<file path="src/rtl/instruction_fetch_unit.sv">
// Fetch stage: PC, instruction memory requests and an in-order
// return queue feeding decode, with redirect and back-pressure.
module instruction_fetch_unit #(
  parameter logic [31:0] RESET_PC = 32'h0000_0000,
  parameter int          DEPTH    = 2
) (
  input  logic        clock,
  input  logic        reset,
  output logic        imem_req_valid,
  input  logic        imem_req_ready,
  output logic [31:0] imem_addr,
  input  logic        imem_resp_valid,
  input  logic [31:0] imem_resp_data,
  input  logic        redirect_valid,
  input  logic [31:0] redirect_pc,
  input  logic        id_ready,
  output logic        id_valid,
  output logic [31:0] id_instr,
  output logic [31:0] id_pc,
  output logic [31:0] id_pc_plus4,
  output logic [5:0]  id_opcode,
  output logic [4:0]  id_rs,
  output logic [4:0]  id_rt,
  output logic [15:0] id_imm16
);

  localparam int AW = (DEPTH > 1) ? $clog2(DEPTH) : 1;
  localparam int CW = AW + 1;

  typedef logic [AW-1:0] ptr_t;
  typedef logic [CW-1:0] cnt_t;

  localparam logic [CW:0] LIMIT = (CW+1)'(DEPTH);

  logic [31:0]      pc;
  logic [31:0]      slot_pc   [DEPTH];
  logic [31:0]      slot_data [DEPTH];
  logic [DEPTH-1:0] filled;
  ptr_t             head;
  ptr_t             tail;
  ptr_t             fill;
  cnt_t             outstanding;
  cnt_t             occupancy;
  cnt_t             drop;
  logic [31:0]      hold_instr;
  logic [31:0]      hold_pc;

  logic        head_full;
  logic        accept;
  logic        pop;
  logic        resp_keep;
  logic        resp_drop;
  logic [CW:0] credit;

  assign credit = {1'b0, outstanding}
                + {1'b0, occupancy};

  assign imem_req_valid = !reset
                       && !redirect_valid
                       && (credit < LIMIT);
  assign imem_addr = pc;
  assign accept = imem_req_valid
               && imem_req_ready;

  assign head_full = filled[head];
  assign id_valid  = head_full
                  && !redirect_valid
                  && !reset;
  assign pop = id_valid && id_ready;

  assign resp_keep = imem_resp_valid
                  && (drop == '0);
  assign resp_drop = imem_resp_valid
                  && (drop != '0);

  // Fields hold the last presented instruction while the head is empty.
  assign id_instr = head_full ? slot_data[head]
                              : hold_instr;
  assign id_pc    = head_full ? slot_pc[head]
                              : hold_pc;

  assign id_pc_plus4 = id_pc + 32'd4;
  assign id_opcode   = id_instr[31:26];
  assign id_rs       = id_instr[25:21];
  assign id_rt       = id_instr[20:16];
  assign id_imm16    = id_instr[15:0];

  always_ff @(posedge clock) begin
    if (reset) begin
      pc          <= RESET_PC;
      head        <= '0;
      tail        <= '0;
      fill        <= '0;
      filled      <= '0;
      outstanding <= '0;
      occupancy   <= '0;
      drop        <= '0;
      hold_instr  <= '0;
      hold_pc     <= '0;
      for (int i = 0; i < DEPTH; i++) begin
        slot_pc[i]   <= '0;
        slot_data[i] <= '0;
      end
    end else begin
      if (head_full) begin
        hold_instr <= slot_data[head];
        hold_pc    <= slot_pc[head];
      end
      if (redirect_valid) begin
        pc        <= redirect_pc & ~32'h3;
        head      <= '0;
        tail      <= '0;
        fill      <= '0;
        filled    <= '0;
        occupancy <= '0;
        // Everything still in flight belongs to the old path.
        outstanding <= outstanding
                     - cnt_t'(imem_resp_valid);
        drop        <= outstanding
                     - cnt_t'(imem_resp_valid);
      end else begin
        if (accept) begin
          slot_pc[tail] <= pc;
          tail          <= tail + ptr_t'(1);
          pc            <= pc + 32'd4;
        end
        if (pop) begin
          filled[head] <= 1'b0;
          head         <= head + ptr_t'(1);
        end
        if (resp_keep) begin
          slot_data[fill] <= imem_resp_data;
          filled[fill]    <= 1'b1;
          fill            <= fill + ptr_t'(1);
        end
        if (resp_drop) begin
          drop <= drop - cnt_t'(1);
        end
        outstanding <= outstanding
                     + cnt_t'(accept)
                     - cnt_t'(imem_resp_valid);
        occupancy   <= occupancy
                     + cnt_t'(resp_keep)
                     - cnt_t'(pop);
      end
    end
  end

endmodule

</file>
<file path="config.mk">
export PLATFORM = sky130hd
export DESIGN_NAME = instruction_fetch_unit
export DESIGN_NICKNAME = d
export VERILOG_FILES = /design/src/rtl/instruction_fetch_unit.sv
export SDC_FILE = /design/constraint.sdc
export NUM_CORES = 1
export LEC_CHECK = 0
export ABC_AREA = 1
export BUFFER_PORTS_ARGS = -buffer_cell sky130_fd_sc_hd__buf_2
export CAP_MARGIN = 20
export CORE_MARGIN = 2
export CORE_UTILIZATION = 56
export DETAILED_ROUTE_END_ITERATION = 8
export PLACE_DENSITY = 0.91
export SYNTH_ARGS = -nofsm -noshare
export SYNTH_HDL_FRONTEND = slang
export SYNTH_SLANG_ARGS = --single-unit
</file>
<file path="constraint.sdc">
create_clock -name clock -period 3.45 [get_ports clock]
set_input_delay 0.1725 -clock clock [delete_from_list [all_inputs] [get_ports clock]]
set_output_delay 0.1725 -clock clock [all_outputs]
set_load 0.02 [all_outputs]
</file>
# Word level (Yosys, flattened, before mapping)
# Memories as Yosys holds them, arrays and structs flattened. A register that Yosys moved wholly into a read port is not among the register bits.
# Cells that the tools add are included.
[word_totals] out_inout_bits=162 register_bits=107 ram_bits=128 memories=2 wordCells=89 inputBits=70
[mem_list] name="slot_data" words=2 word_bits=32 read_ports=1 rd_ports_with_merged_regs=1 write_ports=2 line="37" source="logic [31:0] slot_data [DEPTH];"
[mem_list] name="slot_pc" words=2 word_bits=32 read_ports=1 rd_ports_with_merged_regs=1 write_ports=2 line="36" source="logic [31:0] slot_pc [DEPTH];"
[classes] reduce_logical=19 n_lt_le_gt_ge=5 muxes=37 n_addsub=12 n_bitwise=3
[op_table] cell="two-way mux 32 bit" n=6
[op_table] cell="adder 32 x 3 -> 32 bit (second input constant)" n=2
[op_table] cell="OR reduction 32 bit" n=2
[op_table] cell="two-way mux 1 bit" n=22
[op_table] cell="two-way mux 2 bit" n=7
[op_table] cell="logical AND 1 bit" n=10
[op_table] cell="nonzero test 2 bit" n=3
[op_table] cell="subtractor 2 x 1 -> 2 bit" n=3
[op_table] cell="adder 2 x 1 -> 2 bit" n=2
[op_table] cell="< comparator 1 x 2 -> 1 bit (second input constant)" n=2
[op_table] cell="adder 1 bit (second input constant)" n=3
[op_table] cell="adder 2 x 2 -> 3 bit" n=1
[op_table] cell="< comparator 3 x 2 -> 1 bit (second input constant)" n=1
[op_table] cell="AND 2 bit" n=1
[op_table] cell="demux 1 bit (select 1 bit)" n=2
[op_table] cell=">= comparator 1 bit (second input constant)" n=2
[op_table] cell="logical NOT 1 bit" n=2
[op_table] cell="logical NOT 2 bit" n=1
[op_table] cell="NOT 2 bit" n=1
[op_table] cell="OR 2 bit" n=1
[op_table] cell="OR reduction 2 bit" n=1
[op_table] cell="subtractor 2 x 1 -> 2 bit (second input constant)" n=1

# Depth between registers and ports, before layout
# Gate-level depths: netlist of the first run.
[depth] ltp_word=11 depth_mapped=15 depth_no_buf=14

# Worst setup path after synthesis of the first run
# Ideal clock, no wire load.
[synth_timing] path_type="reg-to-reg" startpoint="reg outstanding[0]" endpoint="mem slot_pc[1][10] (enable)" setup_slack_ns=0.756 required_ns=3.063 arrival_ns=2.306 path_stages_with_launch=11 path_cell_list="dfxtp_1 > nand2_1 > inv_1 > fa_1 > nor2_1 > nand3_2 > nor2_1 > inv_1 > clkbuf_1 > buf_2 > nand2_1"
[synth_rtl] item="start: declaration" line="42" source="cnt_t outstanding;"
[synth_rtl] item="start signal: assignment" line="117" source="outstanding <= outstanding"
[synth_rtl] item="start signal: assignment" line="139" source="outstanding <= outstanding"
[synth_rtl] item="end: declaration" line="36"

# Worst setup path after layout of the first run
[layout_timing] startpoint="reg head" endpoint="out id_pc_plus4[24]"
[layout_via] elab_chain_cells=4
[layout_rtl] item="start: declaration" line="39" source="ptr_t head;"
[layout_rtl] item="start signal: assignment" line="129" source="head <= head + ptr_t'(1);"
[layout_rtl] item="two-way mux 1 bit (not written as such) (2 in a row)" line="65" source="assign head_full = filled[head];"
[layout_rtl] item="two-way mux 32 bit"
[layout_rtl] item="adder 32 x 3 -> 32 bit" line="82" source="assign id_pc_plus4 = id_pc + 32'd4;"
[layout_rtl] item="end: declaration" line="20" source="output logic [31:0] id_pc_plus4,"
# Every way passes these cells. The select of a mux whose other input is x is not followed.

==> results of run 1 <==
==> worst min-delay path by stage <==
stage,startpoint,to,slack [ns],cells after the start
2_1_floorplan,redirect_pc[23],imem_addr[23],0.28,2
3_3_place_gp,redirect_pc[8],imem_addr[8],0.37,3
3_5_place_dp,redirect_pc[8],imem_addr[8],0.38,3
4_1_cts,imem_resp_data[6],slot_data[1][6],0.003,3
5_1_grt,imem_resp_data[6],slot_data[1][6],0.05,3
6_report,redirect_pc[16],imem_addr[16],0.02,5
==> state kept, by name, indices dropped and copies added, names as in the netlist, named ones only <==
signal       count
drop             2
fill             1
filled           2
head             1
hold_instr      32
hold_pc         32
imem_addr       30
occupancy        2
outstanding      2
slot_data       64
slot_pc         60
tail             1
==> power breakdown <==
part           internal [W]  switching [W]
clock               0.00188        0.00109
combinational      0.000314       0.000693
sequential          0.00303      0.0000736
==> synthesized netlist by cell type, drive strengths merged <==
cell    count  share of area
nor2      267          0.091
clkbuf     37          0.012
nor4        1        0.00054
a31oi       9         0.0049
xnor2       1        0.00076
xor2       24          0.018
nand3     109          0.051
fa          1         0.0017
o22ai       3         0.0016
buf        60          0.040
dfxtp     106           0.18
and2        1        0.00054
ha          8         0.0087
nand3b      1        0.00065
o21ai      58          0.026
clkinv      1        0.00043
nand2     425           0.15
o211ai      3         0.0020
nand4      11         0.0060
or2         3         0.0016
o311ai      2         0.0015
nor3        6         0.0026
o221ai      3         0.0023
a21oi      30          0.013
edfxtp    124           0.32
inv       179          0.058
a32o        1        0.00087
conb        1        0.00033
==> repair_timing <==
action | 4_1_cts | 5_1_grt
hold endpoints to repair | 69 | 0
hold buffers | 48 | 0
setup buffers | 0 | 0
==> layout make-up <==
cell class                 count  area, µm²  area share
multi-input combinational    969       4400       0.315
clock buffer                  27        653      0.0468
antenna                        1       2.50    0.000179
tap                          270        338      0.0242
timing repair buffer         295       1770       0.127
sequential                   230       5850       0.419
inverter                     180        677      0.0485
clock inverter                18        268      0.0192
==> critical path: stages (launching register included) <==
cell and delay, ns:
dfxtp_1 0.33, inv_2 0.10, nand2_4 0.23, nand2_2 0.24, buf_4 0.29, nand2_1 0.11, nand2_1 0.19, nand2_1 0.15
nor2_1 0.23, nand2_1 0.08, nor2_1 0.16, nand2_1 0.08, nand2_1 0.06, nand2_1 0.05, buf_2 0.15
==> metrics by stage <==
| step | total power [W] | instances | utilization |
|---|---|---|---|
| after floorplan | 0.00384 | 1476 | - |
| after global placement | 0.00407 | 1896 | 0.620 |
| after detailed placement | 0.00410 | 1896 | 0.620 |
| after CTS | 0.00709 | 1989 | 0.689 |
| after global routing | 0.00732 | 1989 | 0.689 |
| final | 0.00708 | 1990 | 0.689 |
==> metal layers <==
metal  wire length, µm  global-route usage
met5                 0                   0
met4               858              0.0952
met3              2530              0.0336
met2             14700               0.457
met1             12600               0.365
==> cell families after synthesis <==
group           count (synthesis)  synth area share
other cells                     1          0.000326
buf+inv                       277             0.111
xor+xnor                       25            0.0190
simple gates                  824             0.300
fa+ha+maj                       9            0.0104
flops                         230             0.508
compound gates                109            0.0517
==> qor.txt, run 1 <==
Status -> finished clean
CTS H-tree lvls -> 1
Worst r2r path cells -> 12
Commonest non-fill, non-tap cells in the layout -> 396 x nand2_1, 253 x nor2_1, 227 x buf_2
Reg2Reg Launch Point -> outstanding[0]
DR WL/cell -> 15.4 µm
Post-Route Skew -> 0.0176 ns
Total routed wirelength -> 30700 µm
Post-synthesis cell area -> 0.0115 mm²
Leakage -> 6.57 nW
IO Pins -> 232
Fin Setup TNS -> 0 ns
Register area share after synthesis -> 0.508
RR Endpoint -> outstanding[1]
R2r setup slk -> 0.73 ns
Clock root cell -> clkbuf_16
CP Capture Point -> id_pc_plus4[24]
DP Area -> 0.0125 mm²
Final Hold Fails -> 0
Synth Warn # -> 0
Core Box Area -> 0.0202 mm²
CTS tree -> built
Max-cap viol count -> 0
Setup WS post-layout -> 0.304 ns
Via count -> 10400
Die area -> 0.0217 mm²
Largest net degree at the start of global routing -> 68
CTS Buf Count -> 25
Crit path from -> head
Critical path arrival -> 2.97 ns
Max Slew Vio Count -> 0
GPL Wtd Cong -> 0.909
WHS -> 0.0231 ns
Rows -> 52
Router iterations before antenna repair -> 5
Yosys cell types -> 39
Finished Cell Area -> 0.0139 mm²
First-pass GRT wire length -> 47700 µm
Vias/cell -> 5.22
Die Y -> 147 µm
#FFs+latches synth -> 230
IO buf count -> 227
Sink Count -> 230
Post-CTS sizing -> 0
CTS Buffer Depth -> 3
VDD IR max -> 0.369 mV
Slew margin rel. -> 0.474
Setup CP Type -> reg -> out
Max FO, Critical Path -> 29
Syn avg cell area -> 7.81 µm²
Residual DRC -> 0
Cells after Synth -> 1475
Die X -> 147 µm
Vias in the first global route -> 9650
Final setup fails -> 0
Setup crit end kind -> output pin
Part of the cycle the worst path needs -> 0.912
Layout cells sized above 1 -> 0.202
Worst slew pin tran -> 0.786 ns
Fillers -> 1525
Initial core utilization -> 0.569
1st-iter DRT viols -> 949
Clock Pin Slew Worst Setup and Hold Paths -> 0.06 ns
HPWL after detailed placement -> 19900 µm
GRT Util Overall -> 0.271
Grt total ovfl -> 0
Initial antenna violation count -> 0
Final #Nets -> 1780
Layout area overhead -> 21.1%
Cell area power density -> 508 mW/mm²
Hold crit path type -> in -> reg
Worst Setup Start Kind -> register
Pre-CTS setup slack -> 0.745 ns
Post-route minimum period -> 3.15 ns
Most common cell after layout, fill and taps aside -> nand2_1
Critical path required time -> 3.28 ns
Post-route ant nets -> 0
Fmax -> 318 MHz
RSZ-0062 raised after global routing -> false
Insertion delay to the later sink of the worst-skew pair -> 0.52 ns
Note: power is estimated with default switching activity, not from simulation.
==> run 2, diff against run 1 <==
--- a/config.mk
+++ b/config.mk
@@ -9,9 +9,10 @@
 export BUFFER_PORTS_ARGS = -buffer_cell sky130_fd_sc_hd__buf_2
 export CAP_MARGIN = 20
 export CORE_MARGIN = 2
-export CORE_UTILIZATION = 56
+export CORE_UTILIZATION = 57
+export CTS_BUF_LIST = sky130_fd_sc_hd__clkbuf_4
 export DETAILED_ROUTE_END_ITERATION = 8
-export PLACE_DENSITY = 0.91
+export PLACE_DENSITY = 0.92
 export SYNTH_ARGS = -nofsm -noshare
 export SYNTH_HDL_FRONTEND = slang
 export SYNTH_SLANG_ARGS = --single-unit
==> qor.txt, run 2 (synthesis results as in run 1) <==
Post-CTS Setup Bufs -> 0 (unchanged)
Hold depth -> 3 (was 5)
Max FO, Critical Path -> 31 (was 29)
Slew margin rel. -> 0.463 (was 0.474)
Final setup fails -> 0 (unchanged)
RSZ-0062 raised after global routing -> false (unchanged)
WHS -> 0.0648 ns (was 0.0231 ns)
Layout cells sized above 1 -> 0.222 (was 0.202)
Initial core utilization -> 0.586 (was 0.569)
Final #Nets -> 1857 (was 1780)
Initial antenna violation count -> 1 (was 0)
Residual DRC -> 0 (unchanged)
1st-iter DRT viols -> 1079 (was 949)
Worst slew pin tran -> 0.803 ns (was 0.786 ns)
Critical path required time -> 3.28 ns (about the same)
Cell area power density -> 456 mW/mm² (was 508 mW/mm²)
Insertion delay to the later sink of the worst-skew pair -> 0.72 ns (was 0.52 ns)
Storage cell area -> 0.00585 mm² (unchanged)
Post-Route Skew -> 0.0807 ns (was 0.0176 ns)
Commonest non-fill, non-tap cells in the layout -> 396 x nand2_1, 253 x nor2_1, 227 x buf_2 (unchanged)
Multi-input combinational cell area -> 0.00442 mm² (was 0.00440 mm²)
Status -> finished clean (unchanged)
Via count -> 11000 (was 10400)
Fmax -> 314 MHz (was 318 MHz)
Final Hold Fails -> 0 (unchanged)
Highest routed layer -> met4 (unchanged)
Vias/cell -> 5.28 (was 5.22)
Setup crit end kind -> output pin (unchanged)
Die X -> 146 µm (was 147 µm)
Part of the cycle the worst path needs -> 0.923 (was 0.912)
Most common cell after layout, fill and taps aside -> nand2_1 (unchanged)
Grt total ovfl -> 0 (unchanged)
Worst Setup Start Kind -> register (unchanged)
Finished Cell Area -> 0.0143 mm² (was 0.0139 mm²)
IO Pins -> 232 (unchanged)
Largest net degree at the start of global routing -> 65 (was 68)
Post-route ant nets -> 0 (unchanged)
GPL Wtd Cong -> 0.901 (was 0.909)
Worst r2r path cells -> 11 (was 12)
Clock root cell -> clkbuf_4 (was clkbuf_16)
Rows -> 51 (was 52)
First-pass GRT wire length -> 51300 µm (was 47700 µm)
Layout area overhead -> 23.9% (was 21.1%)
CTS H-tree lvls -> 2 (was 1)
VDD IR max -> 0.251 mV (was 0.369 mV)
Core Box Area -> 0.0197 mm² (was 0.0202 mm²)
Total routed wirelength -> 32300 µm (was 30700 µm)
Max-cap viol count -> 0 (unchanged)
Vias in the first global route -> 10700 (was 9650)
HPWL after detailed placement -> 19800 µm (was 19900 µm)
Biggest register -> slot_data (unchanged)
Max Slew Vio Count -> 0 (unchanged)
Sink Count -> 230 (unchanged)
Met3 wire length -> 2720 µm (was 2530 µm)
Router iterations before antenna repair -> 7 (was 5)
Leakage -> 6.82 nW (was 6.57 nW)
Die area -> 0.0214 mm² (was 0.0217 mm²)
Met1 WL -> 12600 µm (about the same)
Critical path arrival -> 3.01 ns (was 2.97 ns)
Setup CP Type -> reg -> out (unchanged)
GRT Util Overall -> 0.294 (was 0.271)
CTS Buffer Depth -> 3 (unchanged)
Top flop regs -> slot_data: 64 flops, slot_pc: 60 flops (unchanged)
IO buf count -> 227 (unchanged)
Clock Pin Slew Worst Setup and Hold Paths -> 0.08 ns (was 0.06 ns)
Hold crit path type -> in -> reg (unchanged)
Fin Setup TNS -> 0 ns (unchanged)
DR WL/cell -> 15.4 µm (about the same)
Max reg flops -> 64 (unchanged)
CTS Buf Count -> 57 (was 25)
CTS tree -> built (unchanged)
Fillers -> 1463 (was 1525)
Post-route minimum period -> 3.18 ns (was 3.15 ns)
DP Area -> 0.0125 mm² (about the same)
Met2 routed WL -> 15800 µm (was 14700 µm)
Die Y -> 146 µm (was 147 µm)
-- run 2: cell types whose count changed in the layout (fill, tap and decap cells not counted), sizes merged --
cell / delta
bufinv: -7
dlygate4sd3: +45
clkbuf: +67
inv: +1
clkinvlp: -3
clkinv: +3
-- run 2: worst paths after layout --
kind / startpoint / endpoint / slack (ns)
worst max-delay path: register / id_pc_plus4[20] / 0.27
worst min-delay path: imem_req_ready / slot_pc[1][19] / 0.06
worst max register to register: outstanding[0] / imem_addr[18] / 0.45
worst min register to register: hold_pc[1] / hold_pc[1] / 0.47
-- run 2: layout make-up --
cell class	count	share of cell area
diodes	1	0.000175
clock buffers	94	0.0494
clock inverters	12	0.00430
inverters	180	0.0474
multi-input cells	969	0.310
flip-flops and latches	230	0.410
well taps	265	0.0232
repair buffers	340	0.156
-- run 2: critical path, stage by stage, from the launching register on --
cell	delay, ns
dfxtp_2	0.36
buf_6	0.24
nor2_1	0.08
nor2_1	0.25
nand2_1	0.12
o21ai_2	0.14
inv_1	0.12
ha_1	0.27
nand3_2	0.14
inv_1	0.08
nand3b_1	0.18
nor2_1	0.06
nand2_1	0.06
nand2_1	0.07
buf_2	0.16
-- run 2: power breakdown --
part	internal [W]	switching, W	leakage (nW)
clock	0.00124	0.00111	0.462
combinational	0.000351	0.000706	4.20
sequential	0.00303	0.0000773	2.15
-- run 2: timing repair --
| action | in CTS | in global routing |
|---|---|---|
| setup endpoints to repair | 13 | 24 |
| hold buffers | 93 | 0 |
| endpoints found under the hold margin | 102 | 0 |
| gates resized for setup | 1 | 5 |
-- run 2: through the flow --
| stage | cells | setup slack, ns | util | power [W] |
|---|---|---|---|---|
| after floorplan | 1476 | 0.756 | - | 0.00384 |
| after global placement | 1891 | 0.716 | 0.638 | 0.00407 |
| after detailed placement | 1891 | 0.679 | 0.638 | 0.00410 |
| after CTS | 2090 | 0.0612 | 0.725 | 0.00649 |
| after global routing | 2091 | 0.0255 | 0.726 | 0.00677 |
| final | 2091 | 0.266 | 0.726 | 0.00651 |
-- run 2: routing by layer --
metal  vias to the layer above  global-route usage
li1                       5252                   -
met1                      5054               0.370
met2                       622               0.503
met3                       112              0.0475
met4                         0               0.130
met5                         -                   0
